`config.mk`:
```
export PLATFORM = sky130hd
export DESIGN_NAME = spi_sclk_tracker
export DESIGN_NICKNAME = d
export VERILOG_FILES = /design/src/rtl/spi_pkg.sv /design/src/rtl/spi_sync.sv /design/src/rtl/spi_sclk_tracker.sv
export SDC_FILE = /design/constraint.sdc
export NUM_CORES = 1
export LEC_CHECK = 0
export CAP_MARGIN = 15
export CELL_PAD_IN_SITES_DETAIL_PLACEMENT = 0
export CELL_PAD_IN_SITES_GLOBAL_PLACEMENT = 1
export CORE_MARGIN = 2
export CORE_UTILIZATION = 35
export CTS_CLUSTER_SIZE = 8
export DETAILED_ROUTE_END_ITERATION = 10
export PLACE_DENSITY_LB_ADDON = 0.1
export SETUP_SLACK_MARGIN = 0.4
export SLEW_MARGIN = 15
export SYNTH_ARGS = -nofsm -noshare
export SYNTH_HDL_FRONTEND = slang
export SYNTH_SLANG_ARGS = --single-unit
```
`constraint.sdc`:
```
create_clock -name sysclk -period 2.4 [get_ports sysclk]
set_input_delay 0.48 -clock sysclk [delete_from_list [all_inputs] [get_ports sysclk]]
set_output_delay 0.48 -clock sysclk [all_outputs]
set_load 0.005 [all_outputs]
```
`src/rtl/spi_pkg.sv`:
```
// -----------------------------------------------------------------------------
// spi_pkg
// Shared types and constants for the SPI front end.
//   spi_mode_t       : {cpol, cpha}, bit order matches the 2-bit `mode` port
//   spi_trk_state_t  : frame tracker FSM states
//   SPI_SYNC_MIN     : smallest synchroniser depth the tracker will build
//   spi_is_sample    : picks the sample edge out of leading/trailing for a mode
// -----------------------------------------------------------------------------
package spi_pkg;

    localparam int SPI_SYNC_MIN = 2;

    typedef struct packed {
        logic cpol;
        logic cpha;
    } spi_mode_t;

    typedef enum logic {
        IDLE   = 1'b0,
        ACTIVE = 1'b1
    } spi_trk_state_t;

    // CPHA=0 samples on the leading edge, CPHA=1 on the trailing edge.
    function automatic logic spi_is_sample(input spi_mode_t m,
                                           input logic      lead,
                                           input logic      trail);
        return m.cpha ? trail : lead;
    endfunction

endpackage

```
`src/rtl/spi_sync.sv`:
```
// -----------------------------------------------------------------------------
// spi_sync
// Multi-flop synchroniser for one asynchronous level.
//   sysclk  : destination clock
//   sysrst  : asynchronous active-low reset, loads RST_VAL into every stage
//   raw     : asynchronous input level
//   synced  : level after DEPTH flops
// -----------------------------------------------------------------------------
module spi_sync #(
    parameter int   DEPTH   = 2,
    parameter logic RST_VAL = 1'b0
) (
    input  logic sysclk,
    input  logic sysrst,
    input  logic raw,
    output logic synced
);

    logic [DEPTH-1:0] chain;

    always_ff @(posedge sysclk or negedge sysrst) begin
        if (!sysrst) begin
            chain <= {DEPTH{RST_VAL}};
        end else begin
            chain <= {chain[DEPTH-2:0], raw};
        end
    end

    assign synced = chain[DEPTH-1];

endmodule

```
`src/rtl/spi_sclk_tracker.sv`:
```
// -----------------------------------------------------------------------------
// spi_sclk_tracker
// Brings SPI sclk / cs_n into the sysclk domain, classifies sclk edges by the
// mode latched at frame start and produces strobes and framing pulses for the
// shift register and word FSM downstream.
//   sysclk, sysrst : system clock, asynchronous active-low reset
//   sclk, cs_n     : asynchronous SPI clock and chip select
//   mode           : {CPOL, CPHA}, taken only when a frame opens
//   sample_stb     : pulse per sample edge inside a frame
//   shift_stb      : pulse per shift edge inside a frame
//   bit_cnt        : sample edges in the current word (modulo WORD_LEN)
//   word_done      : pulse with the sample strobe that completes a word
//   frame_active   : high while the FSM is ACTIVE
//   frame_start    : pulse on entry to ACTIVE
//   frame_end      : pulse on exit from ACTIVE
//   partial_word   : with frame_end, 1 when the last word was incomplete
//   trk_state      : FSM state, for debug and assertion binding
// Pipeline: SYNC_STAGES synchroniser flops, a delay flop, registered edge
// flags, registered outputs -- a pulse leaves on the SYNC_STAGES+2'th sysclk
// edge counting the edge that first captured the new input level.
// -----------------------------------------------------------------------------
module spi_sclk_tracker
    import spi_pkg::*;
#(
    parameter int WIDTH_CNT   = 4,
    parameter int WORD_LEN    = 8,
    parameter int SYNC_STAGES = 2
) (
    input  logic                 sysclk,
    input  logic                 sysrst,
    input  logic                 sclk,
    input  logic                 cs_n,
    input  logic [1:0]           mode,
    output logic                 sample_stb,
    output logic                 shift_stb,
    output logic [WIDTH_CNT-1:0] bit_cnt,
    output logic                 word_done,
    output logic                 frame_active,
    output logic                 frame_start,
    output logic                 frame_end,
    output logic                 partial_word,
    output spi_trk_state_t       trk_state
);

    localparam int SYNC_DEPTH = (SYNC_STAGES < SPI_SYNC_MIN) ? SPI_SYNC_MIN : SYNC_STAGES;
    localparam logic [WIDTH_CNT-1:0] LAST_BIT = WIDTH_CNT'(WORD_LEN - 1);

    logic sclk_s, cs_s;
    logic sclk_dly, cs_dly;
    logic sclk_rise_q, sclk_fall_q, cs_rise_q, cs_fall_q;
    logic [SYNC_DEPTH-1:0] fill;
    logic armed;

    spi_sync #(.DEPTH(SYNC_DEPTH), .RST_VAL(1'b0)) u_sync_sclk (
        .sysclk (sysclk),
        .sysrst (sysrst),
        .raw    (sclk),
        .synced (sclk_s)
    );

    spi_sync #(.DEPTH(SYNC_DEPTH), .RST_VAL(1'b1)) u_sync_cs (
        .sysclk (sysclk),
        .sysrst (sysrst),
        .raw    (cs_n),
        .synced (cs_s)
    );

    // `fill` marks when the synchroniser holds real samples rather than its
    // reset value; only a genuinely observed high cs_n may arm the tracker,
    // so cs_n held low through reset release cannot open a frame.
    always_ff @(posedge sysclk or negedge sysrst) begin
        if (!sysrst) begin
            sclk_dly    <= 1'b0;
            cs_dly      <= 1'b1;
            sclk_rise_q <= 1'b0;
            sclk_fall_q <= 1'b0;
            cs_rise_q   <= 1'b0;
            cs_fall_q   <= 1'b0;
            fill        <= '0;
            armed       <= 1'b0;
        end else begin
            sclk_dly    <= sclk_s;
            cs_dly      <= cs_s;
            sclk_rise_q <= sclk_s & ~sclk_dly;
            sclk_fall_q <= ~sclk_s & sclk_dly;
            cs_rise_q   <= cs_s & ~cs_dly;
            cs_fall_q   <= ~cs_s & cs_dly;
            fill        <= {fill[SYNC_DEPTH-2:0], 1'b1};
            armed       <= armed | (fill[SYNC_DEPTH-1] & cs_s);
        end
    end

    spi_trk_state_t       state, state_nxt;
    spi_mode_t            mode_q, mode_nxt;
    logic [WIDTH_CNT-1:0] cnt_nxt;
    logic                 sample_nxt, shift_nxt, done_nxt;
    logic                 start_nxt, end_nxt, partial_nxt;
    logic                 lead, trail;

    always_comb begin
        state_nxt   = state;
        mode_nxt    = mode_q;
        cnt_nxt     = bit_cnt;
        sample_nxt  = 1'b0;
        shift_nxt   = 1'b0;
        done_nxt    = 1'b0;
        start_nxt   = 1'b0;
        end_nxt     = 1'b0;
        partial_nxt = 1'b0;
        lead        = mode_q.cpol ? sclk_fall_q : sclk_rise_q;
        trail       = mode_q.cpol ? sclk_rise_q : sclk_fall_q;

        case (state)
            IDLE: begin
                // Clearing here also zeroes the count the cycle after frame_end.
                cnt_nxt = '0;
                if (cs_fall_q && armed) begin
                    state_nxt = ACTIVE;
                    mode_nxt  = spi_mode_t'(mode);
                    start_nxt = 1'b1;
                end
            end
            ACTIVE: begin
                if (cs_rise_q) begin
                    // Any sclk edge in this cycle is dropped; bit_cnt holds so
                    // it can be read alongside frame_end.
                    state_nxt   = IDLE;
                    end_nxt     = 1'b1;
                    partial_nxt = (bit_cnt != '0);
                end else begin
                    sample_nxt = spi_is_sample(mode_q, lead, trail);
                    shift_nxt  = spi_is_sample(mode_q, trail, lead);
                    if (sample_nxt) begin
                        if (bit_cnt == LAST_BIT) begin
                            cnt_nxt  = '0;
                            done_nxt = 1'b1;
                        end else begin
                            cnt_nxt = bit_cnt + WIDTH_CNT'(1);
                        end
                    end
                end
            end
            default: state_nxt = IDLE;
        endcase
    end

    always_ff @(posedge sysclk or negedge sysrst) begin
        if (!sysrst) begin
            state        <= IDLE;
            mode_q       <= '0;
            bit_cnt      <= '0;
            sample_stb   <= 1'b0;
            shift_stb    <= 1'b0;
            word_done    <= 1'b0;
            frame_start  <= 1'b0;
            frame_end    <= 1'b0;
            partial_word <= 1'b0;
        end else begin
            state        <= state_nxt;
            mode_q       <= mode_nxt;
            bit_cnt      <= cnt_nxt;
            sample_stb   <= sample_nxt;
            shift_stb    <= shift_nxt;
            word_done    <= done_nxt;
            frame_start  <= start_nxt;
            frame_end    <= end_nxt;
            partial_word <= partial_nxt;
        end
    end

    assign frame_active = (state == ACTIVE);
    assign trk_state    = state;

endmodule

```
# Word level (Yosys, flattened, before mapping)
# Cells that the tools add are included.
# W data, S select, Z words.
# classes
n_eq_ne,3
n_addsub,1
bitwise,11
n_mux,24
n_reduce_logical,4
# op_table
operator,n
$mux W1,19
$mux W4,3
$pmux W4 S2,1
$and A1 B1 Y1,5
$not A1 Y1,5
$add A4 B1 Y4 const B,1
$eq A4 B3 Y1 const B,1
$reduce_and A2 Y1,2
$reduce_bool A4 Y1,1
$ne A2 B1 Y1 const B,1
$ne A2 B2 Y1 const B,1
$pmux W1 S2,1
$logic_and A1 B1 Y1,1
$or A1 B1 Y1,1
# word_totals
out_inout_bits,12
reg_bits,26
input_bits,6
wordCells,63

# Depth between registers and ports, before layout
# depth
depth_word,5
depth_mapped,4
ltp_nobuf,4

# Hierarchy
# A second synthesis with hierarchy kept.
# hier_totals
cells_unflattened,68
hier_area_um2,953.4
# by_module_without_submodules
module,area_per_inst_um2,seq_area_each_um2,cells_per_inst,instances
spi_sclk_tracker,850.8,551.8,64,1
spi_sync at u_sync_cs,52.6,52.6,2,1
spi_sync at u_sync_sclk,50.0,50.0,2,1

# Worst setup path before layout
# No wires, ideal clock.
# synth_timing
path_kind,flip-flop to flip-flop
start,register mode_q[1] (netlist bit)
end,register bit_cnt[1]
setup_time_ps,121
t_required_ps,2279
synth_period_minus_slack_ps,1374
n_path_buf,0
t_arrival_ps,1253
path_slack_ps,1026
path_stages_with_launch,5
cell_sequence,dfrtp_1 > xnor2_2 > mux2i_2 > nor2_2 > a22o_1
# synth_between
elab_chain_len,4
elab_cells_between_ends,5
classes_between,1 x eq/ne; 3 x mux; 1 x reduce/logical
# synth_lines
element,line_no,source
from (decl),spi_sclk_tracker.sv:94,"spi_mode_t mode_q, mode_nxt;"
from (signal assigned),spi_sclk_tracker.sv:160,mode_q <= mode_nxt;
"$mux W1, on equally long branches","spi_sclk_tracker.sv:110, spi_sclk_tracker.sv:111",
$mux W1 (*),spi_pkg.sv:27,return m.cpha ? trail : lead;
$ne A2 B1 Y1 (no line) (*),--,
$reduce_and A2 Y1 (no line) (*),--,
to (signal assigned),spi_sclk_tracker.sv:161,bit_cnt <= cnt_nxt;
to (decl),spi_sclk_tracker.sv:36,"output logic [WIDTH_CNT-1:0] bit_cnt,"
# Mark *: on every way between the ends. The rest lies on a longest branch, timed or not.
# A chain may end at the register's enable or synchronous reset.

# Worst setup path after layout
# layout_timing
start,"register state, in the netlist frame_active"
end,output port frame_active
# layout_rtl
element,line_no,source
from (decl),spi_sclk_tracker.sv:93,"spi_trk_state_t state, state_nxt;"
from (signal assigned),spi_sclk_tracker.sv:159,state <= state_nxt;
to (decl),spi_sclk_tracker.sv:38,"output logic frame_active,"
# No word-level cell between the ends.

==> results.sh <==
export IMPL_status="finished clean"
export IMPL_ir_drop_mv=0.445
export IMPL_yosys_register_bits=26
export IMPL_overflow=0
export IMPL_antenna_found_initial=0
export IMPL_p_switching_uw=214
export IMPL_cts_tree="built"
export IMPL_htreeDepth=1
export IMPL_p_leak_nw=0.527
export IMPL_cp_slowest_cell="clkdlybuf4s50_1"
export IMPL_crit_type="reg2out"
export IMPL_rows=18
export IMPL_avgSynthCellArea_um2=14.6
export IMPL_grt_pass1_vias=531
export IMPL_critPathMaxStageDelay_ns=0.56
export IMPL_finalCriticalPeriod_ns=1.88
export IMPL_hold_viol_final=0
export IMPL_synth_area_top_cells="dfrtp_1 (61%), dfstp_2 (8.3%), ha_1 (2.6%), nor2b_1 (2.6%), mux2_2 (2.4%)"
export IMPL_async_flop_share_pct=100
export IMPL_yosysWarningCount=0
export IMPL_slew_violations=0
export IMPL_root_buffer="clkbuf_4"
export IMPL_synthesis_instances=65
export IMPL_finalSetupViolCount=0
export IMPL_ys_dominant_reg_cell="dfrtp_1"
export IMPL_cp_cell_sequence="clkdlybuf4s50_1"
export IMPL_max_freq_mhz=533
export IMPL_drc=0
export IMPL_cp_max_fo=10
export IMPL_synthesis_nets=73
export IMPL_clock_latency_ns=0.31
export IMPL_wirelength_um=1320
export IMPL_final_common_cell="dfrtp_1"
export IMPL_setup_tns_ns=0
export IMPL_internal_power_uw=738
export IMPL_clkSlewWorstSetupHoldPaths_ns=0.13
export IMPL_stdcell_count=116
export IMPL_p_seq_share_pct=53.4
export IMPL_end_kind="output port"
export IMPL_dp_cells=112
export IMPL_die_width_um=56.1
export IMPL_ant_nets=0
export IMPL_fill_cells=240
export IMPL_viasPerCell=4.72
export IMPL_ys_seq_area_share_pct=69.0
export IMPL_synthDistinctLibCells=27
export IMPL_start_util_pct=37.6
export IMPL_crit_required_ns=1.92
export IMPL_port_buffers=17
export IMPL_die_h_um=56.1
export IMPL_via_count=547
export IMPL_postCtsResizedCells=0
export IMPL_grt_max_degree=27
export IMPL_area_growth_pct=27.4
export IMPL_start_kind="flop"
export IMPL_finalPower_uw=952
export IMPL_dieArea_mm2=0.00314
export IMPL_grt_pass1_wl_um=2390
export IMPL_synth_top_cell_by_area="dfrtp_1"
export IMPL_crit_buf_inv=1
export IMPL_synth_edf_count=0
export IMPL_dr_pass1_iters=2
export IMPL_utilization_pct=47.9
export IMPL_synth_top_area_share_pct=60.7
export IMPL_rsz0062_at_grt="no"
export IMPL_dpl_hpwl_um=950
export IMPL_core_area_mm2=0.00252
export IMPL_stdcell_area_mm2=0.00121
export IMPL_postCtsSetupBuffers=0
export IMPL_post_route_period_util_pct=78.1
export IMPL_drv_cap=0
export IMPL_numCtsBuffers=3
export IMPL_ctsHoldBuffers=0
export IMPL_crit_family="buffers and inverters"
export IMPL_post_dp_cell_area_mm2=0.00116
export IMPL_fin_worst_skew_ns=0.00269
export IMPL_nets=95
export IMPL_cp_arrival_ns=1.40
export IMPL_syn_cell_area_um2=948
export IMPL_wl_per_cell_um=11.4
export IMPL_io_pins=18
export IMPL_pwr_share_comb_pct=15.9
export IMPL_power_density_mw_per_mm2=787
export IMPL_routabilityCongestion=0.750
export IMPL_cts_sinks=26
export IMPL_hp_class="reg2reg"
export IMPL_drive_gt1_share_pct=16.3
export IMPL_antenna_cells=0
export IMPL_swShare_pct=22.5
export IMPL_cts_buffer_depth=2
export IMPL_grt_usage_pct=9.82
export IMPL_mostFrequentLayoutCells="dfrtp_1 (23), clkdlybuf4s50_1 (17), nor2b_1 (4), inv_1 (4)"
export IMPL_drtIter0Drc=17
export IMPL_clkPwrFrac_pct=30.7
==> synthesized netlist by cell type, types with 2 or more instances <==
cell      count
inv_1         4
nand2b_1      2
nor2_1        2
nand3b_1      2
nand2_1       2
ha_1          2
nor2b_1       4
dfrtp_1      23
dfstp_2       3
mux2_2        2
mux2i_1       2
a22o_1        2
==> power by group through the flow <==
stage | clock network (mW) | registers (mW) | logic, mW
final | 0.292 | 0.509 | 0.151
after CTS | 0.303 | 0.511 | 0.155
after global placement | 0 | 0.517 | 0.153
after detailed placement | 0 | 0.519 | 0.153
after floorplan | 0 | 0.513 | 0.0919
after global routing | 0.320 | 0.516 | 0.169
==> cell type report <==
type                            count  area, um2  share of cell area [%]
Timing Repair Buffer               18        178                    14.7
Clock buffer                        3       22.5                    1.86
Tap cell                           30       37.5                    3.11
Multi-Input combinational cell     34        272                    22.5
Inverter                            4       15.0                    1.24
Sequential cell                    26        654                    54.1
Clock inverter                      1       30.0                    2.48
==> state kept, by name, indices dropped and copies added, names as in the netlist, 2 cells and up <==
| signal | flops |
|---|---|
| mode_q | 2 |
| fill | 2 |
| bit_cnt | 4 |
| u_sync_sclk.chain | 2 |
| u_sync_cs.chain | 2 |
==> per-layer routing <==
layer | wire [um] | track usage (%) | vias to the layer above
met5 | 0 | 0 | -
met4 | 15 | 3.06 | 0
met3 | 84 | 4.65 | 2
met2 | 676 | 16.1 | 14
met1 | 542 | 11.3 | 272
li1 | - | - | 259
==> kinds of logic (layout without fill, tap and decap cells) <==
family | after synthesis | count (layout) | share of synthesized area [%]
AOI/OAI and AO/OA | 8 | 8 | 6.73
other | 1 | 1 | 0.395
xor gates and xnor gates | 1 | 1 | 1.72
DFF | 26 | 26 | 69.0
muxes | 5 | 5 | 5.94
adders and majority gates | 2 | 2 | 2.64
buffers and inverters | 5 | 26 | 2.37
and+or+nand+nor | 17 | 17 | 11.2
==> through the flow <==
| stage | worst slack (ns) | hold WS, ns |
|---|---|---|
| final | 0.525 | 0.367 |
| after global routing | 0.448 | 0.374 |
| after CTS | 0.489 | 0.368 |
| after detailed placement | 0.873 | 0.343 |
| after global placement | 0.871 | 0.336 |
| after floorplan | 1.03 | 0.184 |
==> final timing paths <==
check / end / startpoint / depth (start not counted) / slack (ns)
max: frame_active / frame_active$_DFF_PN0_ / 1 / 0.52
min: u_sync_cs.chain[1]$_DFF_PN1_ / u_sync_cs.chain[0]$_DFF_PN1_ / 0 / 0.37
max reg2reg: bit_cnt[1]$_DFFE_PN0P_ / mode_q[1]$_DFFE_PN0P_ / 4 / 0.94
min reg2reg: u_sync_cs.chain[1]$_DFF_PN1_ / u_sync_cs.chain[0]$_DFF_PN1_ / 0 / 0.37
max in group asynchronous: u_sync_cs.chain[1]$_DFF_PN1_ / sysrst / 2 / 1.61
min in group asynchronous: partial_word$_DFF_PN0_ / sysrst / 2 / 0.50
Note: power is estimated with default switching activity, not from simulation.
